[config.mk]
export PLATFORM = sky130hd
export DESIGN_NAME = hazard_ctrl_flat
export DESIGN_NICKNAME = d
export VERILOG_FILES = /design/src/rtl/hazard_if.sv /design/src/rtl/hazard_ctrl.sv /design/src/flat_wrapper.sv
export SDC_FILE = /design/constraint.sdc
export NUM_CORES = 1
export LEC_CHECK = 0
export CAP_MARGIN = 0
export CORE_MARGIN = 2
export CORE_UTILIZATION = 40
export CTS_BUF_LIST = sky130_fd_sc_hd__clkbuf_2
export CTS_CLUSTER_DIAMETER = 60
export DETAILED_ROUTE_END_ITERATION = 6
export MAX_ROUTING_LAYER = met4
export PLACE_DENSITY = 0.85
export SYNTH_ARGS = -nofsm -noshare
export SYNTH_HDL_FRONTEND = slang
export SYNTH_SLANG_ARGS = --single-unit
[constraint.sdc]
create_clock -name clk -period 3.7 [get_ports clk]
set_input_delay 0.925 -clock clk [delete_from_list [all_inputs] [get_ports clk]]
set_output_delay 0.925 -clock clk [all_outputs]
set_load 0.05 [all_outputs]
[src/rtl/hazard_if.sv]
// Pipeline hazard interface: decode/EX/MEM feedback into the hazard
// controller and its freeze, bubble, redirect and statistics outputs.
interface hazard_if #(
  parameter int CNT_W = 16
);
  // Decode-stage source operands
  logic [4:0]       de_rs1;
  logic [4:0]       de_rs2;
  logic             de_uses_rs1;
  logic             de_uses_rs2;
  // EX-stage instruction
  logic [4:0]       ex_rd;
  logic             ex_is_load;
  logic             br_taken;
  logic [31:0]      br_target;
  // Data memory back-pressure
  logic             mem_busy;
  // Controller outputs
  logic             stall_fd;
  logic             bubble_ex;
  logic             redirect_valid;
  logic [31:0]      redirect_pc;
  logic [1:0]       state;
  logic [CNT_W-1:0] stall_cnt;
  logic [CNT_W-1:0] flush_cnt;

  // Pipeline side: supplies stage information, consumes control
  modport master (
    output de_rs1, de_rs2, de_uses_rs1, de_uses_rs2,
    output ex_rd, ex_is_load, br_taken, br_target, mem_busy,
    input  stall_fd, bubble_ex, redirect_valid, redirect_pc,
    input  state, stall_cnt, flush_cnt
  );

  // Controller side
  modport slave (
    input  de_rs1, de_rs2, de_uses_rs1, de_uses_rs2,
    input  ex_rd, ex_is_load, br_taken, br_target, mem_busy,
    output stall_fd, bubble_ex, redirect_valid, redirect_pc,
    output state, stall_cnt, flush_cnt
  );
endinterface

[src/rtl/hazard_ctrl.sv]
// Pipeline sequencing controller for the RV32I core.
// Detects load-use hazards, freezes fetch/decode, inserts EX bubbles,
// issues the fetch redirect after taken control transfers and keeps
// saturating stall/flush statistics. FSM: RUN / FLUSH / MEM_WAIT.
module hazard_ctrl #(
  parameter int FLUSH_CYCLES = 2,  // redirect bubbles after the branch cycle, 1..15
  parameter int CNT_W        = 16  // statistics counter width
) (
  input  logic     clk,
  input  logic     rst_n,
  hazard_if.slave  hz
);

  typedef enum logic [1:0] {
    RUN      = 2'd0,
    FLUSH    = 2'd1,
    MEM_WAIT = 2'd2
  } state_e;

  // fl_cnt counts down remaining FLUSH cycles; last one is fl_cnt==0
  localparam logic [3:0] FL_LOAD = 4'(FLUSH_CYCLES - 1);

  state_e           state_q, state_d;
  state_e           ret_q, ret_d;      // state to resume after MEM_WAIT
  logic [3:0]       fl_q, fl_d;
  logic             hazard;
  logic             stall_fd;
  logic             bubble_ex;
  logic             redirect_set;      // branch accepted this cycle
  logic             redirect_valid_q;
  logic [31:0]      redirect_pc_q;
  logic [CNT_W-1:0] stall_cnt_q;
  logic [CNT_W-1:0] flush_cnt_q;

  // State register with synchronous reset; a reset always returns to RUN
  // NOTE: sequential state uses non-blocking (<=) so every flop samples
  // pre-edge values regardless of process ordering.
  always_ff @(posedge clk) begin
    if (!rst_n) begin
      state_q <= RUN;
      ret_q   <= RUN;
      fl_q    <= 4'd0;
    end else begin
      state_q <= state_d;
      ret_q   <= ret_d;
      fl_q    <= fl_d;
    end
  end

  // Next-state logic: mem_busy dominates, then taken branch, flush countdown
  // NOTE: every signal assigned here gets a default first, so no path can
  // leave it unassigned and infer a latch.
  always_comb begin
    state_d      = state_q;
    ret_d        = ret_q;
    fl_d         = fl_q;
    redirect_set = 1'b0;
    unique case (state_q)
      RUN: begin
        if (hz.mem_busy) begin
          state_d = MEM_WAIT;
          ret_d   = RUN;
        end else if (hz.br_taken) begin
          state_d      = FLUSH;
          fl_d         = FL_LOAD;
          redirect_set = 1'b1;
        end
      end
      FLUSH: begin
        if (hz.mem_busy) begin
          // fl_cnt is left untouched so the flush resumes where it stopped
          state_d = MEM_WAIT;
          ret_d   = FLUSH;
        end else if (fl_q == 4'd0) begin
          state_d = RUN;
        end else begin
          fl_d = fl_q - 4'd1;
        end
      end
      MEM_WAIT: begin
        if (!hz.mem_busy) begin
          state_d = ret_q;
        end
      end
      default: begin
        state_d = RUN;
      end
    endcase
  end

  // Output logic: combinational freeze and bubble from current state and inputs
  always_comb begin
    hazard = hz.ex_is_load && (hz.ex_rd != 5'd0) &&
             ((hz.de_uses_rs1 && (hz.de_rs1 == hz.ex_rd)) ||
              (hz.de_uses_rs2 && (hz.de_rs2 == hz.ex_rd)));
    stall_fd  = hz.mem_busy || ((state_q == RUN) && hazard);
    bubble_ex = !hz.mem_busy &&
                (((state_q == RUN) && (hazard || hz.br_taken)) ||
                 (state_q == FLUSH));
  end

  // Redirect register: one-cycle pulse on the edge that accepts a branch
  always_ff @(posedge clk) begin
    if (!rst_n) begin
      redirect_valid_q <= 1'b0;
      redirect_pc_q    <= 32'd0;
    end else begin
      redirect_valid_q <= redirect_set;
      if (redirect_set) begin
        redirect_pc_q <= hz.br_target;
      end
    end
  end

  // Statistics counters: count stall/bubble cycles, stick at all-ones
  always_ff @(posedge clk) begin
    if (!rst_n) begin
      stall_cnt_q <= '0;
      flush_cnt_q <= '0;
    end else begin
      if (stall_fd && (stall_cnt_q != '1)) begin
        stall_cnt_q <= stall_cnt_q + 1'b1;
      end
      if (bubble_ex && (flush_cnt_q != '1)) begin
        flush_cnt_q <= flush_cnt_q + 1'b1;
      end
    end
  end

  assign hz.stall_fd       = stall_fd;
  assign hz.bubble_ex      = bubble_ex;
  assign hz.redirect_valid = redirect_valid_q;
  assign hz.redirect_pc    = redirect_pc_q;
  assign hz.state          = state_q;
  assign hz.stall_cnt      = stall_cnt_q;
  assign hz.flush_cnt      = flush_cnt_q;

endmodule

[src/flat_wrapper.sv]
// flat-port wrapper written by rule: the top's interface ports become plain ports
module hazard_ctrl_flat 
#(
  parameter int FLUSH_CYCLES = 2,                                                   
  parameter int CNT_W        = 16                             
)
  (clk, rst_n, hz_de_rs1, hz_de_rs2, hz_de_uses_rs1, hz_de_uses_rs2, hz_ex_rd, hz_ex_is_load, hz_br_taken, hz_br_target, hz_mem_busy, hz_stall_fd, hz_bubble_ex, hz_redirect_valid, hz_redirect_pc, hz_state, hz_stall_cnt, hz_flush_cnt);
  hazard_if #(.CNT_W(CNT_W)) hz_i ();
  input  logic clk;
  input  logic rst_n;
  input wire logic [$bits(hz_i.de_rs1)-1:0] hz_de_rs1;
  input wire logic [$bits(hz_i.de_rs2)-1:0] hz_de_rs2;
  input wire logic [$bits(hz_i.de_uses_rs1)-1:0] hz_de_uses_rs1;
  input wire logic [$bits(hz_i.de_uses_rs2)-1:0] hz_de_uses_rs2;
  input wire logic [$bits(hz_i.ex_rd)-1:0] hz_ex_rd;
  input wire logic [$bits(hz_i.ex_is_load)-1:0] hz_ex_is_load;
  input wire logic [$bits(hz_i.br_taken)-1:0] hz_br_taken;
  input wire logic [$bits(hz_i.br_target)-1:0] hz_br_target;
  input wire logic [$bits(hz_i.mem_busy)-1:0] hz_mem_busy;
  output wire logic [$bits(hz_i.stall_fd)-1:0] hz_stall_fd;
  output wire logic [$bits(hz_i.bubble_ex)-1:0] hz_bubble_ex;
  output wire logic [$bits(hz_i.redirect_valid)-1:0] hz_redirect_valid;
  output wire logic [$bits(hz_i.redirect_pc)-1:0] hz_redirect_pc;
  output wire logic [$bits(hz_i.state)-1:0] hz_state;
  output wire logic [$bits(hz_i.stall_cnt)-1:0] hz_stall_cnt;
  output wire logic [$bits(hz_i.flush_cnt)-1:0] hz_flush_cnt;
  assign hz_i.de_rs1 = hz_de_rs1;
  assign hz_i.de_rs2 = hz_de_rs2;
  assign hz_i.de_uses_rs1 = hz_de_uses_rs1;
  assign hz_i.de_uses_rs2 = hz_de_uses_rs2;
  assign hz_i.ex_rd = hz_ex_rd;
  assign hz_i.ex_is_load = hz_ex_is_load;
  assign hz_i.br_taken = hz_br_taken;
  assign hz_i.br_target = hz_br_target;
  assign hz_i.mem_busy = hz_mem_busy;
  assign hz_stall_fd = hz_i.stall_fd;
  assign hz_bubble_ex = hz_i.bubble_ex;
  assign hz_redirect_valid = hz_i.redirect_valid;
  assign hz_redirect_pc = hz_i.redirect_pc;
  assign hz_state = hz_i.state;
  assign hz_stall_cnt = hz_i.stall_cnt;
  assign hz_flush_cnt = hz_i.flush_cnt;
  hazard_ctrl #(.FLUSH_CYCLES(FLUSH_CYCLES), .CNT_W(CNT_W)) u_core (.clk(clk), .rst_n(rst_n), .hz(hz_i));
endmodule
==> out/metrics.yaml, run 1 <==
floorplan:
  die_y_um: 94.3
  core_um2: 7810
  start_util_pct: 41.8
  die_w_um: 94.3
  rows: 32
  dieArea_um2: 8900
  ioPinCount: 123
sta:
  fin_crit_sh_pct: 96.4
  layout_setup_ws_ns: 0.133
  worst_slew_pin_slew_ns: 0.952
  tns_ns: 0
  max-slew-margin-rel_pct: 36.5
  fin_hold_ws_ns: 0.468
  finalSetupViolCount: 0
  slew_viol_final: 0
  skew_ns: 0.0322
  fmax_mhz: 280
  finalCriticalPeriod_ns: 3.57
  hold_viol: 0
  rsz0062_at_grt: "false"
setup_path:
  worstReg2RegStart: "u_core.hz.flush_cnt[0]$_SDFFE_PN0P_"
  worst-path-buf-inv: 3
  cp_slowest_stage_delay_ns: 0.48
  path_cells: "clkdlybuf4s50_1 -> xor2_1 -> nor4_1 -> a32oi_1 -> o31a_1 -> inv_1 -> buf_4"
  rr_endpoint: "u_core.hz.flush_cnt[13]$_SDFFE_PN0P_"
  crit_slowest_cell: "clkdlybuf4s50_1"
  crit_required_ns: 2.77
  rrSetupSlack_ns: 1.44
  crit_family: "buffers and inverters"
  reg2reg_depth: 6
  cp_max_fo: 3
  cp.arrival_ns: 2.64
  worstSetupPathType: "input port to output pin"
  start_kind: "input port"
  worstSetupEndpointType: "output pin"
cts:
  clockBufferDepth: 2
  htreeDepth: 3
  postCtsSetupBuffers: 0
  numCtsBuffers: 9
  tritoncts: "done"
  postCtsHoldBufs: 0
  cts.sinks: 72
  clk_latency_ns: 0.50
  post_cts_resized: 0
  clockRootBuffer: "clkbuf_2"
  clk_pin_slew_worst_paths_ns: 0.22
yosys:
  synth_top_area_share_pct: 44.2
  async_flop_share_pct: 0
  synth_flop_cell: "dfxtp_1"
  synthSimpleGateAreaFrac_pct: 27.8
  synth_common_cells: "87 x nand2_1, 72 x dfxtp_1, 53 x a21oi_1"
  synth_cell_types: 41
  yosysSeqAreaShare_pct: 44.2
  syn_area_um2: 3260
  synthMuxAreaShare_pct: 3.37
  synth_edf_count: 0
  ys_ff_latch: 72
  synth_area_per_cell_um2: 8.18
  synth-xor-area-share_pct: 3.22
  synth_top_cell_by_area: "dfxtp_1"
  synth.most_common_cell: "nand2_1"
  synth_area_leaders: "dfxtp_1 44%, nand2_1 10%, a21oi_1 8.1%, mux2i_1 3.4%, o31ai_1 3.2%"
  synth_warnings: 0
  syn-num-nets: 457
  syn-instance-count: 399
  synth_fa_ha_area_share_pct: 1.53
  synth-compound-area-share_pct: 16.2
  synth_top_family_by_area: "simple AND/OR/NAND/NOR gates"
final_layout:
  area_delta_synth_final_pct: 43.3
  drive_gt1_share_pct: 5.78
  antenna_cells: 0
  layout.nets: 572
  nFillCells: 702
  postLayoutCoreUtil_pct: 59.9
  final_area_um2: 4680
global_route:
  grt_pass1_vias: 3044
  overflow: 0
  grt_max_degree: 56
  antenna_found_initial: 0
  grt_pass1_wl_mm: 13.9
  grtUsageTotal_pct: 20.2
power:
  total_leakage_power_nw: 1.60
  peakVddDrop_uv: 226
  pwr_density_cell_nw_per_um2: 333
drt:
  ant_nets: 0
  wl_per_cell_um: 14.3
  drt_wl_total_mm: 8.87
  vias: 3293
  dr.pass1.iters: 4
  drtIter0Drc: 160
  via_per_inst: 5.30
  drc_errors: 0
place:
  io_buffers: 122
  dpl_worst_slack_ns: 0.131
  postPlaceCellArea_um2: 4560
  gp_congestion: 0.889
  place_hpwl_mm: 6.26
run_status:
  status: "finished, final reports clean"
hold_path:
  min_path_cells: 2
  hold_path.class: "flip-flop to flip-flop"
  min_to: "u_core.hz.redirect_pc[8]$_SDFFE_PN0P_"
  worstHoldStart: "u_core.hz.redirect_pc[8]$_SDFFE_PN0P_"
job:
  drv_cap: 0
-- cells by family after synthesis --
logic type               Yosys count
AND/OR/NAND/NOR                  181
AO/OA/AOI/OAI                     88
adder cells (fa/ha/maj)            4
flip-flops                        72
XOR/XNOR                          12
multiplexers                      11
buffers and inverters             31
-- report_power, final --
group	switching, mW	internal, mW
registers	0.0166	0.802
logic	0.166	0.119
clock network	0.293	0.163
-- stage by stage --
step	cells	power [mW]
final	621	1.56
after global routing	621	1.63
after CTS	621	1.58
after detailed placement	605	1.12
after global placement	605	1.11
after floorplan	399	0.993
-- layer usage --
layer	routed length, um	vias up	part of all wire [%]	track usage [%]
met5	0	-	0	-
met3	461	15	5.2	3.37
li1	-	1649	-	-
met2	4400	107	50	33.2
met1	3850	1522	43	24.1
met4	158	0	1.8	9.42
-- cells in the final DEF, fill, tap and decap left out, drive strengths merged, types with 11 or more instances in the layout --
master / n
clkdlybuf4s50: 120
nand2: 87
dfxtp: 72
a21oi: 53
nand3: 16
or4: 14
o31ai: 14
nor2: 12
mux2i: 11
-- state kept, by name, indices dropped and copies added, names as in the netlist --
register                  flops
u_core.fl_q                   4
u_core.hz.flush_cnt          16
u_core.hz.redirect_pc        32
u_core.hz.redirect_valid      1
u_core.hz.stall_cnt          16
u_core.hz.state               2
u_core.ret_q                  1
-- layout make-up --
type | instances | area, um^2 | area share, %
clock buffers | 10 | 50.0 | 1.07
clock inverters | 6 | 67.6 | 1.44
inverters | 8 | 30.0 | 0.642
multi-input cells | 296 | 1710 | 36.5
flip-flops and latches | 72 | 1440 | 30.8
well taps | 102 | 128 | 2.73
repair buffers | 127 | 1250 | 26.8
-- how the worst max path moves through the flow --
stage	cells past startpoint	startpoint	endpoint	slack (ns)
global placement	7	hz_ex_rd[3]	hz_bubble_ex	0.14
detailed placement	7	hz_ex_rd[3]	hz_bubble_ex	0.13
floorplan	6	hz_ex_rd[0]	hz_bubble_ex	0.29
global route	7	hz_ex_rd[3]	hz_bubble_ex	0.04
CTS	7	hz_ex_rd[3]	hz_bubble_ex	0.13
finish	7	hz_ex_rd[3]	hz_bubble_ex	0.13
-- worst min-delay path: cells and delay by family (launching register included) --
family | cells | cell delay, ns
AO/OA/AOI/OAI | 1 | 0.05
flip-flops | 1 | 0.36
AND/OR/NAND/NOR | 1 | 0.05
Power figures use the tool's default switching activity.
==> run 2: changes to the inputs <==
--- a/config.mk
+++ b/config.mk
@@ -5,6 +5,7 @@
 export SDC_FILE = /design/constraint.sdc
 export NUM_CORES = 1
 export LEC_CHECK = 0
+export ABC_AREA = 0
 export CAP_MARGIN = 0
 export CORE_MARGIN = 2
 export CORE_UTILIZATION = 40
==> results of run 2 <==
Final layout, timing and power as in run 1 (identical DEF).
==> run 3: changes to the inputs <==
--- a/config.mk
+++ b/config.mk
@@ -6,14 +6,17 @@
 export NUM_CORES = 1
 export LEC_CHECK = 0
 export ABC_AREA = 0
+export ABC_CLOCK_PERIOD_IN_PS = 3700
 export CAP_MARGIN = 0
+export CORE_ASPECT_RATIO = 1.5
 export CORE_MARGIN = 2
 export CORE_UTILIZATION = 40
 export CTS_BUF_LIST = sky130_fd_sc_hd__clkbuf_2
 export CTS_CLUSTER_DIAMETER = 60
 export DETAILED_ROUTE_END_ITERATION = 6
+export DONT_BUFFER_PORTS = 1
 export MAX_ROUTING_LAYER = met4
-export PLACE_DENSITY = 0.85
+export PLACE_DENSITY = 0.65
 export SYNTH_ARGS = -nofsm -noshare
 export SYNTH_HDL_FRONTEND = slang
 export SYNTH_SLANG_ARGS = --single-unit
==> run 3 against run 2 <==
  * Clock-buffer cell count shrank 1
  * Wire length shrank 12%
  * First-iteration DRC count shrank 44%
  * Sequential power grew 8.8%
  * Combinational power shrank 61%
  * Sequential share of layout area grew 10 points
  * Global-route usage shrank 2.2 points
  * Via count shrank 14%
  * Sequential cell count is the same
  * Utilization shrank 16 points
  * Critical path type is now flip-flop to output pin
  * Highest routed layer unchanged
==> out/metrics.yaml, run 3 (synthesis gave the netlist of run 1 again) <==
floorplan:
  ioPinCount: 123  # unchanged
  start_util_pct: 41.0  # -0.79 points
  dieArea_um2: 8910  # +0.17%
  die_w_um: 77.7  # -18%
  rows: 40  # +25%
  core_um2: 7960  # +1.9%
  die_y_um: 115  # +22%
setup_path:
  crit_required_ns: 2.77  # about the same
  cp_max_fo: 7  # +4
  rr_endpoint: "u_core.hz.stall_cnt[15]$_SDFFE_PN0P_"
  crit_cells: 5  # -2
  cp-startpoint: "u_core.hz.state[0]$_SDFFE_PN0P_"
  cp-endpoint: "hz_bubble_ex"
  crit_slowest_cell: "dfxtp_1"
  path_cells: "nor2_1 -> o211ai_1 -> o31a_1 -> inv_1 -> buf_4"
  reg2reg_depth: 6  # unchanged
  worstSetupEndpointType: "output pin"
  crit_family: "flip-flops"
  cp_slowest_stage_delay_ns: 0.58  # +0.10 ns
  cp.arrival_ns: 2.23  # -0.41 ns
  worst-path-buf-inv: 2  # -1
  start_kind: "flip-flop"
  worstSetupPathType: "flip-flop to output pin"
  worstReg2RegStart: "u_core.hz.stall_cnt[3]$_SDFFE_PN0P_"
  rrSetupSlack_ns: 1.07  # -0.37 ns
final_layout:
  mostFrequentLayoutCells: "87 x nand2_1, 72 x dfxtp_1, 53 x a21oi_1"
  layout.nets: 451  # -21%
  drive_gt1_share_pct: 7.54  # +1.8 points
  area_delta_synth_final_pct: 7.32
  instances_no_fill: 503  # -19%
  nFillCells: 782  # +11%
  largest_register_ff_count: 32  # unchanged
  antenna_cells: 0  # unchanged
  layout_commonest_cell: "nand2_1"
sta:
  tns_ns: 0  # unchanged
  slew_viol_final: 0  # unchanged
  finalCriticalPeriod_ns: 3.15  # -0.412 ns
  finalSetupViolCount: 0  # unchanged
  rsz0062_at_grt: "false"
  skew_ns: 0.0225  # -0.00977 ns
  hold_viol: 0  # unchanged
  worst_slew_pin_slew_ns: 1.17  # +0.215 ns
  fin_hold_ws_ns: 0.471  # +0.00251 ns
  fmax_mhz: 317  # +13%
  fin_crit_sh_pct: 85.3  # -11 points
  max-slew-margin-rel_pct: 22.2  # -14 points
hold_path:
  hold_path.class: "input port to flip-flop"
drt:
  wl_per_cell_um: 15.5  # +8.7%
  drtIter0Drc: 89  # -44%
  drt_wl_total_mm: 7.81  # -12%
  dr.pass1.iters: 4  # unchanged
  ant_nets: 0  # unchanged
  via_per_inst: 5.64  # +6.4%
  vias: 2837  # -14%
  drc_errors: 0  # unchanged
cts:
  postCtsHoldBufs: 0  # unchanged
  cts.sinks: 72  # unchanged
  clk_latency_ns: 0.54  # +0.04 ns
  numCtsBuffers: 9  # unchanged
  clockRootBuffer: "clkbuf_2"
  htreeDepth: 3  # unchanged
  clk_pin_slew_worst_paths_ns: 0.23  # about the same
  postCtsSetupBuffers: 0  # unchanged
  tritoncts: "done"
  clockBufferDepth: 2  # unchanged
  post_cts_resized: 0  # unchanged
global_route:
  antenna_found_initial: 0  # unchanged
  grt_pass1_wl_mm: 12.4  # -11%
  grtUsageTotal_pct: 17.9  # -2.2 points
  grt_pass1_vias: 2675  # -12%
  grt_max_degree: 56  # unchanged
  overflow: 0  # unchanged
power:
  power_mw: 1.54  # -1.0%
  peakVddDrop_uv: 276  # +22%
  pwr_density_cell_nw_per_um2: 441  # +32%
  total_leakage_power_nw: 1.17  # -27%
job:
  drv_cap: 0  # unchanged
run_status:
  status: "finished, final reports clean"
place:
  gp_congestion: 0.733  # -18%
  place_hpwl_mm: 5.49  # -12%
  placedCellCount: 487  # -20%
  io_buffers: 0  # -100%
[run 3: cell count changes in the layout (fill, tap and decap cells not counted)]
cell             delta
buf_4               -1
clkinv_1            -1
clkdlybuf4s50_1   -120
bufinv_16           +1
inv_6               +1
clkbuf_2            -1
[run 3: where the power goes]
| part | total (mW) | switching [mW] | internal, mW | leakage (nW) |
|---|---|---|---|---|
| combinational | 0.110 | 0.0713 | 0.0385 | 0.507 |
| clock | 0.544 | 0.312 | 0.232 | 0.0835 |
| sequential | 0.890 | 0.0883 | 0.801 | 0.585 |
[run 3: how the worst min path moves through the flow]
| stage | startpoint | end | depth (start not counted) |
|---|---|---|---|
| floorplan | u_core.ret_q[0]$_SDFFE_PN0P_ | u_core.ret_q[0]$_SDFFE_PN0P_ | 2 |
| global placement | u_core.ret_q[0]$_SDFFE_PN0P_ | u_core.ret_q[0]$_SDFFE_PN0P_ | 2 |
| detailed placement | u_core.fl_q[3]$_SDFFE_PN0P_ | u_core.fl_q[3]$_SDFFE_PN0P_ | 2 |
| CTS | hz_br_target[13] | u_core.hz.redirect_pc[13]$_SDFFE_PN0P_ | 2 |
| global route | hz_br_target[13] | u_core.hz.redirect_pc[13]$_SDFFE_PN0P_ | 2 |
| finish | hz_br_target[8] | u_core.hz.redirect_pc[8]$_SDFFE_PN0P_ | 2 |
[run 3: final cells by class]
cell class | instances | area [um^2] | share of cell area [%]
Multi-Input combinational cell | 296 | 1710 | 48.7
Tap cell | 105 | 131 | 3.75
Sequential cell | 72 | 1440 | 41.2
Timing Repair Buffer | 6 | 45.0 | 1.29
Clock inverter | 7 | 103 | 2.93
Inverter | 8 | 30.0 | 0.857
Clock buffer | 9 | 45.0 | 1.29
[run 3: routing by layer]
| metal | wire [um] | vias to the layer above | track usage (%) | share of wire [%] |
|---|---|---|---|---|
| li1 | - | 1402 | - | - |
| met4 | 157 | 0 | 9.88 | 2.0 |
| met2 | 3970 | 99 | 30.2 | 51 |
| met3 | 603 | 14 | 4.97 | 7.7 |
| met1 | 3080 | 1322 | 18.8 | 39 |
| met5 | 0 | - | - | 0 |
[run 3: stage by stage]
step / cell area (um^2) / utilization [%] / setup WS, ns
floorplan: 3260 / - / 0.286
global placement: 3350 / 42.2 / 0.600
detailed placement: 3350 / 42.2 / 0.586
CTS: 3500 / 44.0 / 0.517
global route: 3500 / 44.0 / 0.436
finish: 3500 / 44.0 / 0.545
